--- src/rtl/alu_exec_ctrl.sv ---
// Execute-stage controller: runs one ARM data-processing instruction through the
// shared ALU, owns NZCV, evaluates the condition field and issues write-back / PC load.
module alu_exec_ctrl #(
    parameter logic [3:0]  RESET_FLAGS = 4'b0000,
    parameter logic [3:0]  PC_REG      = 4'd15,
    parameter int unsigned CNT_W       = 16
) (
    input  logic             clk,
    input  logic             reset,
    input  logic             in_valid,
    output logic             in_ready,
    input  logic [3:0]       in_cond,
    input  logic [3:0]       in_opcode,
    input  logic             in_s,
    input  logic [3:0]       in_rd,
    input  logic [31:0]      in_opa,
    input  logic [31:0]      in_opb,
    input  logic             in_shcarry,
    output logic [3:0]       alu_opcode,
    output logic             alu_setflags,
    output logic [31:0]      alu_a,
    output logic [31:0]      alu_b,
    output logic [3:0]       alu_flagsin,
    input  logic             alu_wb,
    input  logic [31:0]      alu_result,
    input  logic [3:0]       alu_flags,
    output logic             rf_we,
    output logic [3:0]       rf_waddr,
    output logic [31:0]      rf_wdata,
    output logic             pc_load,
    output logic [31:0]      pc_value,
    output logic [3:0]       flags,
    output logic             done,
    output logic             skipped,
    output logic [CNT_W-1:0] retired_cnt,
    output logic [CNT_W-1:0] skipped_cnt
);

    typedef enum logic [1:0] {IDLE, EXEC, WB, FLUSH} state_t;

    state_t state, next_state;

    logic [3:0]  cond_q, opcode_q, rd_q;
    logic        s_q, shcarry_q;
    logic [31:0] opa_q, opb_q;
    logic [31:0] result_q;
    logic        wb_q;
    logic [3:0]  aflags_q;

    logic accept, cond_pass, pc_hit, is_test, is_logical;
    logic n_f, z_f, c_f, v_f;

    localparam logic [CNT_W-1:0] CNT_ONE = {{(CNT_W-1){1'b0}}, 1'b1};

    assign {n_f, z_f, c_f, v_f} = flags;
    assign accept  = in_valid && in_ready;
    assign pc_hit  = wb_q && (rd_q == PC_REG);
    assign is_test = (opcode_q[3:2] == 2'b10);

    always_comb begin
        case (opcode_q)
            4'd0, 4'd1, 4'd8, 4'd9, 4'd12, 4'd13, 4'd14, 4'd15: is_logical = 1'b1;
            default:                                             is_logical = 1'b0;
        endcase
    end

    always_comb begin
        case (cond_q)
            4'd0:    cond_pass = z_f;
            4'd1:    cond_pass = !z_f;
            4'd2:    cond_pass = c_f;
            4'd3:    cond_pass = !c_f;
            4'd4:    cond_pass = n_f;
            4'd5:    cond_pass = !n_f;
            4'd6:    cond_pass = v_f;
            4'd7:    cond_pass = !v_f;
            4'd8:    cond_pass = c_f && !z_f;
            4'd9:    cond_pass = !c_f || z_f;
            4'd10:   cond_pass = (n_f == v_f);
            4'd11:   cond_pass = (n_f != v_f);
            4'd12:   cond_pass = !z_f && (n_f == v_f);
            4'd13:   cond_pass = z_f || (n_f != v_f);
            4'd14:   cond_pass = 1'b1;
            default: cond_pass = 1'b0;
        endcase
    end

    always_ff @(posedge clk) begin
        if (reset) state <= IDLE;
        else       state <= next_state;
    end

    always_comb begin
        next_state = state;
        case (state)
            IDLE:    if (accept) next_state = EXEC;
            EXEC:    next_state = cond_pass ? WB : IDLE;
            WB:      next_state = pc_hit ? FLUSH : IDLE;
            FLUSH:   next_state = IDLE;
            default: next_state = IDLE;
        endcase
    end

    always_ff @(posedge clk) begin
        if (reset) begin
            flags       <= RESET_FLAGS;
            retired_cnt <= '0;
            skipped_cnt <= '0;
            cond_q      <= '0;
            opcode_q    <= '0;
            rd_q        <= '0;
            s_q         <= 1'b0;
            shcarry_q   <= 1'b0;
            opa_q       <= '0;
            opb_q       <= '0;
            result_q    <= '0;
            wb_q        <= 1'b0;
            aflags_q    <= '0;
        end else begin
            if (accept) begin
                cond_q    <= in_cond;
                opcode_q  <= in_opcode;
                s_q       <= in_s;
                rd_q      <= in_rd;
                opa_q     <= in_opa;
                opb_q     <= in_opb;
                shcarry_q <= in_shcarry;
            end
            if (state == EXEC) begin
                if (cond_pass) begin
                    result_q <= alu_result;
                    wb_q     <= alu_wb;
                    aflags_q <= alu_flags;
                end else if (skipped_cnt != '1) begin
                    skipped_cnt <= skipped_cnt + CNT_ONE;
                end
            end
            if (state == WB) begin
                // Logical ops take C from the shifter and leave V untouched.
                if (s_q || is_test) begin
                    if (is_logical) flags <= {aflags_q[3:2], shcarry_q, flags[0]};
                    else            flags <= aflags_q;
                end
                if (retired_cnt != '1) retired_cnt <= retired_cnt + CNT_ONE;
            end
        end
    end

    // Every strobe is masked by reset so an aborted instruction never leaks out.
    always_comb begin
        in_ready     = (state == IDLE) && !reset;
        alu_opcode   = '0;
        alu_setflags = 1'b0;
        alu_a        = '0;
        alu_b        = '0;
        alu_flagsin  = flags;
        rf_we        = 1'b0;
        rf_waddr     = '0;
        rf_wdata     = '0;
        pc_load      = 1'b0;
        pc_value     = '0;
        done         = 1'b0;
        skipped      = 1'b0;
        if (!reset) begin
            case (state)
                EXEC: begin
                    alu_opcode   = opcode_q;
                    alu_setflags = s_q;
                    alu_a        = opa_q;
                    alu_b        = opb_q;
                    if (!cond_pass) begin
                        done    = 1'b1;
                        skipped = 1'b1;
                    end
                end
                WB: begin
                    rf_we    = wb_q;
                    rf_waddr = rd_q;
                    rf_wdata = result_q;
                    done     = 1'b1;
                    if (pc_hit) begin
                        pc_load  = 1'b1;
                        pc_value = {result_q[31:2], 2'b00};
                    end
                end
                default: ;
            endcase
        end
    end

endmodule
--- config.mk ---
export PLATFORM = sky130hd
export DESIGN_NAME = alu_exec_ctrl
export DESIGN_NICKNAME = d
export VERILOG_FILES = /design/src/rtl/alu_exec_ctrl.sv
export SDC_FILE = /design/constraint.sdc
export NUM_CORES = 1
export LEC_CHECK = 0
export ABC_AREA = 1
export CAP_MARGIN = 20
export CORE_MARGIN = 2
export CORE_UTILIZATION = 43
export CTS_CLUSTER_DIAMETER = 120
export DETAILED_ROUTE_END_ITERATION = 12
export PLACE_DENSITY = 0.8
export SLEW_MARGIN = 20
export SYNTH_ARGS = -nofsm -noshare
export SYNTH_HDL_FRONTEND = slang
export SYNTH_SLANG_ARGS = --single-unit
--- constraint.sdc ---
create_clock -name clk -period 2.5 [get_ports clk]
set_input_delay 0.5 -clock clk [delete_from_list [all_inputs] [get_ports clk]]
set_output_delay 0.5 -clock clk [all_outputs]
set_load 0.01 [all_outputs]
==> qor.yml, run 1 <==
global_routing:
  antenna_found_initial: 1
  grt_pass1_wl_mm: 36.0
  gr-total-overflow: 0
  grt.total_usage_pct: 25.5
  grt_max_degree: 54
  grt_pass1_vias: 7147
clocking:
  clkSinkCount: 154
  clk_latency_ps: 420
  clk_pin_slew_ps: 60
  h-tree-depth: 4
  root_buffer: "clkbuf_16"
  tritoncts: "built"
  cts_inserted_buffers: 17
  clockBufferDepth: 2
  hold_buffers: 0
die:
  initial_utilization_pct: 44.0
  die-area_um2: 17400
  die_h_um: 132
  dieWidth_um: 132
  coreArea_um2: 15900
  rows: 46
  ios: 300
sta:
  finClkSkew_ps: 8.77
  finalMaxSlewViolations: 0
  tightest_slew_ps: 686
  fin_crit_sh_pct: 98.9
  finalCriticalPeriod_ps: 2470
  fin_setup_tns_ps: 0
  fmax_mhz: 405
  hold_violations: 0
  slew_headroom_pct: 54.2
  setup_viol: 0
  holdWs_ps: 473
synthesis:
  syn_area_um2: 7020
  ys_seq_area_share_pct: 43.9
  ys_ff_latch: 154
  synth_area_leader_cell: "dfxtp_1"
  yosys-top-cells-area: "dfxtp_1 (44%), nand2_1 (12%), nor2_1 (12%), o21ai_0 (7.8%), inv_1 (3.9%)"
  synth_top_area_share_pct: 43.9
  synth_cell_type_count: 34
  async_reset_ff_share_pct: 0
  synthCells: 1042
  synth_ff_type: "dfxtp_1"
  synth-edff-count: 0
  ys_warn_count: 0
  syn_area_per_cell_um2: 6.74
pwr:
  comb_power_share_pct: 14.9
  ir_worst_vdd_mv: 0.505
  p_total_w: 0.00669
  powerDensity_nw_per_um2: 606
  leakagePower_nw: 4.88
  internal-power_w: 0.00500
  p_seq_share_pct: 40.6
  pwr-share-clk_pct: 44.5
  p_sw_share_pct: 25.2
  p_sw_w: 0.00168
layout:
  nets: 1454
  fin_area_um2: 11000
  drive_gt1_share_pct: 9.98
  areaGrowthSynthToFinish_pct: 57.3
  antenna_cells: 0
job:
  max_cap_viol_count: 0
min_path:
  hold_class: "reg -> reg"
drt:
  wl_mm: 23.0
  ant_nets: 0
  dr.pass1.iters: 5
  vias: 7661
  vias_per_cell: 4.91
  drc: 0
  detail_route.wl_per_cell_um: 14.8
  drtIter0Drc: 481
worst_setup_path:
  critical_path.top_delay_family: "buffers and inverters"
  max_stage_delay_ps: 570
  worstSetupEndpointType: "output pin"
  path_class: "reg -> out"
  slowest_stage: "clkdlybuf4s50_1"
  critPathMaxFanout: 16
  crit_chain: "inv_2 > ha_4 > inv_8 > buf_12 > nor2_1 > clkdlybuf4s50_1"
  worstSetupStartpointType: "flop"
  crit_required_ps: 2000
  worst-endpoint-arrival_ps: 1970
  critPathBufInv: 4
placed_design:
  dpl.hpwl_mm: 16.4
  dpl_cell_area_um2: 10300
  io_buffers: 297
  gp_congestion: 0.913
outcome:
  status: "completed"
==> per-layer routing <==
layer | vias to the layer above | part of all wire, % | track usage [%]
li1 | 3865 | - | -
met1 | 3527 | 40 | 28.6
met2 | 227 | 51 | 45.0
met3 | 42 | 6.7 | 7.92
met4 | 0 | 2.4 | 10.6
met5 | - | 0 | 0
==> area by class of cell <==
cell class	count	area, um^2
well taps	216	270
multi-input cells	743	3390
repair buffers	335	3290
fillers	1328	4900
clock inverters	14	241
inverters	79	305
flip-flops and latches	154	3100
clock buffers	18	439
==> power by group through the flow <==
stage,logic [W],registers (W),clock network (W)
floorplan,0.000509,0.00274,0
global placement,0.000932,0.00275,0
detailed placement,0.000945,0.00276,0
CTS,0.000963,0.00271,0.00300
global route,0.00110,0.00273,0.00310
finish,0.000999,0.00271,0.00298
==> cell usage after synthesis, types with 2 or more instances <==
master / n
nor4_1: 2
o21ai_0: 109
nor2_1: 226
xor2_1: 12
ha_1: 6
nor3b_1: 4
inv_2: 5
inv_1: 72
xnor2_1: 2
nand2_1: 233
buf_2: 2
buf_4: 10
clkbuf_1: 48
nor3_1: 40
clkinv_1: 2
nand4_2: 2
a21oi_1: 29
nand3_1: 34
buf_6: 4
nand4_1: 4
dfxtp_1: 154
o21ai_1: 20
o31ai_1: 5
and3_1: 3
nor2_2: 2
buf_1: 3
nor2_4: 2
==> sequential cells by signal, indices dropped and copies added (netlist names) <==
signal       flops
cond_q           4
alu_flagsin      4
state            2
opa_q           32
s_q              1
opb_q           32
aflags_q         4
shcarry_q        1
rd_q             4
result_q        32
wb_q             1
is_logical       1
opcode_q         4
retired_cnt     16
skipped_cnt     16
==> worst paths after layout <==
kind / startpoint / to / slack, ps / cells after the start
worst min-delay path: shcarry_q$_SDFFE_PP0P_ / shcarry_q$_SDFFE_PP0P_ / 470 / 2
worst max-delay path: state[1]$_SDFFE_PP0P_ / alu_b[22] / 30 / 6
worst min register to register: shcarry_q$_SDFFE_PP0P_ / shcarry_q$_SDFFE_PP0P_ / 470 / 2
worst max register to register: alu_flagsin[2]$_SDFFE_PP0P_ / skipped_cnt[10]$_SDFFE_PP0P_ / 450 / 10
==> cells by family (layout without fill, tap and decap cells) <==
group | count (synthesis) | count (layout) | synth area share [%]
other | 1 | 2 | 0.0534
buffers and inverters | 146 | 446 | 8.81
flip-flops | 154 | 154 | 43.9
XOR/XNOR | 14 | 14 | 1.75
AND/OR/NAND/NOR | 555 | 555 | 32.3
adder cells (fa/ha/maj) | 6 | 6 | 1.07
AO/OA/AOI/OAI | 166 | 166 | 12.1
==> per-stage QoR <==
stage / setup WS [ps] / utilization [%] / std cells
2_1_floorplan: 296 / - / 1043
3_3_place_gp: 75.1 / 64.4 / 1517
3_5_place_dp: 40.3 / 64.4 / 1517
4_1_cts: -29.2 / 68.5 / 1554
5_1_grt: -62.8 / 69.2 / 1559
6_report: 27.9 / 69.2 / 1559
==> cell usage in the layout (no fill, tap or decap), types with 3 or more instances in the layout <==
master and n:
buf_12 9, nand3_1 34, nand4_1 4, nor3b_1 4
clkbuf_16 18, bufinv_16 6, o31ai_1 5, nand2_2 6
xor2_1 12, clkdlybuf4s50_1 188, buf_4 28, dfxtp_1 146
dfxtp_4 3, inv_1 67, nor2_2 4, dfxtp_2 5
dlymetal6s2s_1 31, nor3_1 39, inv_6 3, clkdlybuf4s15_1 8
o21ai_0 108, ha_1 4, buf_2 4, nor2_1 223
a21oi_1 28, clkinvlp_4 4, inv_2 8, clkbuf_2 20
nor2_4 3, nand2_1 228, o21ai_1 21, dlygate4sd2_1 45
==> worst min-delay path, cell delays in order (launching register included) <==
cell and delay (ps):
dfxtp_1 300, inv_1 50, o31ai_1 70
==> timing repair <==
action	CTS	global route
buffers inserted	5	4
endpoints found under the setup margin	135	81
cloned	0	1
resized for setup	101	102
pin swaps	4	6
No activity file was read; power rests on OpenSTA's default activity.
==> run 2, diff against run 1 <==
--- a/config.mk
+++ b/config.mk
@@ -6,12 +6,13 @@
 export NUM_CORES = 1
 export LEC_CHECK = 0
 export ABC_AREA = 1
-export CAP_MARGIN = 20
+export CAP_MARGIN = 40
 export CORE_MARGIN = 2
 export CORE_UTILIZATION = 43
 export CTS_CLUSTER_DIAMETER = 120
 export DETAILED_ROUTE_END_ITERATION = 12
 export PLACE_DENSITY = 0.8
+export SKIP_CTS_REPAIR_TIMING = 1
 export SLEW_MARGIN = 20
 export SYNTH_ARGS = -nofsm -noshare
 export SYNTH_HDL_FRONTEND = slang
==> qor.yml, run 2 (same netlist as run 1, synthesis figures left out) <==
layout:
  antenna_cells: 0  # unchanged
  layout_common_cells: "nand2_1 (227), nor2_1 (223), clkdlybuf4s50_1 (190)"
  top_regs: "opa_q: 32 flops, opb_q: 32 flops, result_q: 32 flops"
  final_common_cell: "nand2_1"
  areaGrowthSynthToFinish_pct: 61.4
  fillers: 1243  # -6.4%
  regArea_um2: 3100  # about the same
  finalCoreUtilization_pct: 71.0  # +1.8 points
  drive_gt1_share_pct: 8.00  # -2.0 points
  fin_area_um2: 11300  # +2.6%
  multi_input_area_um2: 3390  # unchanged
  nets: 1448  # -0.41%
pwr:
  p_seq_share_pct: 40.7  # about the same
  p_sw_share_pct: 25.2  # about the same
  p_sw_w: 0.00168  # -0.38%
  internal-power_w: 0.00499  # -0.29%
  ir_worst_vdd_mv: 0.512  # +1.4%
  p_total_w: 0.00666  # -0.31%
  powerDensity_nw_per_um2: 588  # -2.8%
  comb_power_share_pct: 14.7  # -0.2 points
  leakagePower_nw: 5.96  # +22%
  pwr-share-clk_pct: 44.7  # +0.2 points
sta:
  slew_headroom_pct: 53.1  # -1.1 points
  finClkSkew_ps: 11.2  # +2.46 ps
  setup_ws_ps: 53.1  # +25.2 ps
  fmax_mhz: 409  # +1.0%
  tightest_slew_ps: 702  # +15.7 ps
  finalMaxSlewViolations: 0  # unchanged
  holdWs_ps: 474  # +0.900 ps
  rsz0062_at_grt: "yes"
  fin_crit_sh_pct: 97.9  # -1.0 points
  hold_violations: 0  # unchanged
  setup_viol: 0  # unchanged
  finalCriticalPeriod_ps: 2450  # -25.2 ps
global_routing:
  gr-total-overflow: 0  # unchanged
  grt.total_usage_pct: 25.4  # -0.098 points
  grt_pass1_wl_mm: 35.8  # -0.31%
  antenna_found_initial: 1  # unchanged
  grt_pass1_vias: 7105  # -0.59%
  grt_max_degree: 54  # unchanged
placed_design:
  io_buffers: 297  # unchanged
  dpl.hpwl_mm: 16.4  # unchanged
  dpl_cell_area_um2: 10300  # unchanged
  gp_congestion: 0.913  # unchanged
  dp_slack_ps: 40.3  # unchanged
worst_setup_path:
  path_class: "reg -> out"
  max_stage_delay_ps: 540  # -30 ps
  slowest_stage: "clkdlybuf4s50_1"
  worst-endpoint-arrival_ps: 1950  # -20 ps
  worstSetupEndpointType: "output pin"
  critPathMaxFanout: 14  # -2
  crit_required_ps: 2000  # about the same
  crit_chain: "inv_2 > ha_4 > inv_8 > buf_4 > nor2_1 > clkdlybuf4s50_1"
  worstSetupStartpointType: "flop"
die:
  ios: 300  # unchanged
  rows: 46  # unchanged
  coreArea_um2: 15900  # unchanged
  die-area_um2: 17400  # unchanged
  initial_utilization_pct: 44.0  # unchanged
  dieWidth_um: 132  # unchanged
  die_h_um: 132  # unchanged
drt:
  drtIter0Drc: 512  # +6.4%
  ant_nets: 0  # unchanged
  detail_route.wl_per_cell_um: 15.0  # +1.6%
  wl_mm: 23.3  # +1.3%
  vias_per_cell: 4.96  # +1.0%
  dr.pass1.iters: 5  # unchanged
  vias: 7708  # +0.61%
  drc: 0  # unchanged
clocking:
  h-tree-depth: 4  # unchanged
  clockBufferDepth: 2  # unchanged
  tritoncts: "built"
  clk_latency_ps: 430  # about the same
  clkSinkCount: 154  # unchanged
  clk_pin_slew_ps: 60  # about the same
  cts_inserted_buffers: 17  # unchanged
  root_buffer: "clkbuf_16"
job:
  max_cap_viol_count: 0  # unchanged
outcome:
  status: "completed"
min_path:
  hold_class: "reg -> reg"
## run 2: per-layer routing
metal / GRT usage [%] / vias to the layer above / share of wire [%]
met5: 0 / - / 0
met3: 7.96 / 43 / 7.1
met4: 10.0 / 0 / 2.3
li1: - / 3855 / -
met2: 44.9 / 258 / 51
met1: 28.6 / 3552 / 40
## run 2: power by group through the flow
stage          sequential, W  combinational, W  clock (W)
2_1_floorplan        0.00274          0.000509          0
3_3_place_gp         0.00275          0.000932          0
3_5_place_dp         0.00276          0.000945          0
4_1_cts              0.00271          0.000954    0.00300
5_1_grt              0.00273           0.00108    0.00310
6_report             0.00271          0.000977    0.00298
## run 2: layout make-up
cell class              count  area share [%]
flip-flops and latches    154            27.4
inverters                  79            2.72
clock buffers              18            3.88
multi-input cells         743            29.9
well taps                 216            2.39
repair buffers            329            31.6
clock inverters            14            2.13
## run 2: final timing paths
kind / startpoint / to / slack (ps) / cells past startpoint
setup / recovery: state[1]$_SDFFE_PP0P_ / alu_a[12] / 50 / 6
hold / removal: shcarry_q$_SDFFE_PP0P_ / shcarry_q$_SDFFE_PP0P_ / 470 / 2
hold reg to reg: shcarry_q$_SDFFE_PP0P_ / shcarry_q$_SDFFE_PP0P_ / 470 / 2
setup reg to reg: cond_q[3]$_SDFFE_PP0P_ / result_q[5]$_SDFFE_PP0P_ / 430 / 13
## run 2: critical path: cells and delay by family (launching register included)
kind          cells  cell delay, ps
flops             1             340
simple gates      1             110
fa+ha+maj         1             170
buf+inv           4             890
## run 2: through the flow
stage,setup TNS (ps),cells
3_5_place_dp,0,1517
3_3_place_gp,0,1517
5_1_grt,-179,1553
2_1_floorplan,0,1043
4_1_cts,-28240,1549
6_report,0,1553
==> run 3, diff against run 2 <==
--- a/config.mk
+++ b/config.mk
@@ -7,10 +7,10 @@
 export LEC_CHECK = 0
 export ABC_AREA = 1
 export CAP_MARGIN = 40
-export CORE_MARGIN = 2
 export CORE_UTILIZATION = 43
 export CTS_CLUSTER_DIAMETER = 120
 export DETAILED_ROUTE_END_ITERATION = 12
+export MAX_ROUTING_LAYER = met4
 export PLACE_DENSITY = 0.8
 export SKIP_CTS_REPAIR_TIMING = 1
 export SLEW_MARGIN = 20
==> qor.yml, run 3 (same netlist as run 1, synthesis figures left out) <==
clocking:
  tritoncts: "built"
  clk_pin_slew_ps: 60  # about the same
  clkSinkCount: 154  # unchanged
  cts_inserted_buffers: 17  # unchanged
  clockBufferDepth: 2  # unchanged
  root_buffer: "clkbuf_16"
  clk_latency_ps: 420  # about the same
  h-tree-depth: 4  # unchanged
sta:
  rsz0062_at_grt: "yes"
  tightest_slew_ps: 695  # -6.79 ps
  finalMaxSlewViolations: 0  # unchanged
  finClkSkew_ps: 8.14  # -3.09 ps
  fmax_mhz: 410  # +0.25%
  setup_viol: 0  # unchanged
  setup_ws_ps: 59.2  # +6.14 ps
  hold_violations: 0  # unchanged
  finalCriticalPeriod_ps: 2440  # -6.14 ps
  fin_crit_sh_pct: 97.6  # -0.25 points
  slew_headroom_pct: 53.6  # +0.45 points
layout:
  top_regs: "opa_q: 32 flops, opb_q: 32 flops, result_q: 32 flops"
  finalCoreUtilization_pct: 70.8  # -0.26 points
  nets: 1451  # +0.21%
  final_common_cell: "nand2_1"
  layout_common_cells: "nand2_1 (233), nor2_1 (223), clkdlybuf4s50_1 (159)"
  drive_gt1_share_pct: 6.88  # -1.1 points
  areaGrowthSynthToFinish_pct: 60.2
min_path:
  hold_class: "reg -> reg"
die:
  die-area_um2: 16800  # -3.0%
  die_h_um: 130  # -1.5%
  ios: 300  # unchanged
  dieWidth_um: 130  # -1.5%
  rows: 46  # unchanged
  initial_utilization_pct: 44.2  # +0.16 points
  coreArea_um2: 15900  # -0.36%
placed_design:
  dp_slack_ps: 113  # +72.8 ps
  dpl.hpwl_mm: 16.4  # +0.21%
  gp_congestion: 0.902  # -1.2%
  io_buffers: 297  # unchanged
drt:
  ant_nets: 0  # unchanged
  wl_mm: 23.2  # -0.54%
  drc: 0  # unchanged
  drtIter0Drc: 403  # -21%
  detail_route.wl_per_cell_um: 14.9  # -0.67%
  vias: 7729  # +0.27%
  vias_per_cell: 4.97  # +0.14%
  dr.pass1.iters: 5  # unchanged
global_routing:
  grt_pass1_vias: 7074  # -0.44%
  antenna_found_initial: 0  # -1
  grt_pass1_wl_mm: 35.0  # -2.3%
  gr-total-overflow: 0  # unchanged
  grt.total_usage_pct: 27.5  # +2.1 points
  grt_max_degree: 67  # +24%
pwr:
  internal-power_w: 0.00467  # -6.3%
  ir_worst_vdd_mv: 0.498  # -2.7%
  comb_power_share_pct: 14.9  # +0.2 points
  p_sw_w: 0.00161  # -4.0%
  p_sw_share_pct: 25.6  # +0.47 points
  powerDensity_nw_per_um2: 559  # -5.1%
  pwr-share-clk_pct: 41.9  # -2.8 points
  leakagePower_nw: 6.46  # +8.4%
  p_seq_share_pct: 43.2  # +2.5 points
worst_setup_path:
  crit_required_ps: 2000  # about the same
  worst-endpoint-arrival_ps: 1940  # about the same
  worstSetupStartpointType: "flop"
  worstSetupEndpointType: "output pin"
  critPathMaxFanout: 14  # unchanged
  path_class: "reg -> out"
job:
  max_cap_viol_count: 0  # unchanged
outcome:
  status: "completed"
run 3: cell types whose count changed in the layout (fill, tap and decap cells not counted), sizes merged:
cell / delta
clkbuf: +3
buf: +4
clkinvlp: -3
dlymetal6s2s: +29
clkdlybuf4s50: -31
bufinv: -3
inv: -1
diode: +1
clkinv: +3
run 3: through the flow:
step / instances / TNS, ps / power, W / hold WS (ps) / instance area [um^2]
3_3_place_gp: 1523 / 0 / 0.00368 / 459 / 10300
6_report: 1555 / 0 / 0.00628 / 481 / 11200
2_1_floorplan: 1043 / 0 / 0.00325 / 442 / 7020
5_1_grt: 1554 / -249 / 0.00654 / 504 / 11200
4_1_cts: 1553 / -17960 / 0.00632 / 484 / 10900
3_5_place_dp: 1523 / 0 / 0.00370 / 471 / 10300
run 3: worst max-delay path, cell delays in order (launching register included):
cell            delay [ps]
dfxtp_1                320
inv_1                   80
ha_2                   200
nand4_1                150
nor2_2                 180
inv_2                   80
buf_4                  180
nor2_1                 120
dlymetal6s2s_1         200
run 3: power groups by stage:
stage	Clock (W)	Combinational, W	Sequential, W
2_1_floorplan	0	0.000509	0.00274
3_3_place_gp	0	0.000925	0.00275
3_5_place_dp	0	0.000936	0.00276
4_1_cts	0.00267	0.000943	0.00271
5_1_grt	0.00277	0.00104	0.00273
6_report	0.00263	0.000936	0.00271
run 3: path summary, 6_finish.rpt:
check | startpoint | end | slack (ps) | depth (start not counted)
setup / recovery | state[0]$_SDFFE_PP0P_ | pc_value[30] | 60 | 8
hold / removal | result_q[5]$_SDFFE_PP0P_ | result_q[5]$_SDFFE_PP0P_ | 480 | 2
setup reg to reg | cond_q[2]$_SDFFE_PP0P_ | result_q[7]$_SDFFE_PP0P_ | 430 | 10
hold reg to reg | result_q[5]$_SDFFE_PP0P_ | result_q[5]$_SDFFE_PP0P_ | 480 | 2
run 3: layout make-up:
| class | instances | area, um^2 |
|---|---|---|
| Fill cell | 1284 | 4640 |
| Timing Repair Buffer | 332 | 3640 |
| Multi-Input combinational cell | 743 | 3340 |
| Inverter | 79 | 298 |
| Clock buffer | 20 | 457 |
| Clock inverter | 10 | 143 |
| Sequential cell | 154 | 3090 |
| Antenna cell | 1 | 2.50 |
| Tap cell | 216 | 270 |
run 3: routing by layer:
layer | track usage (%) | part of all wire (%)
met5 | - | 0
met4 | 10.7 | 2.2
met3 | 7.18 | 6.7
met2 | 45.9 | 51
met1 | 31.5 | 40
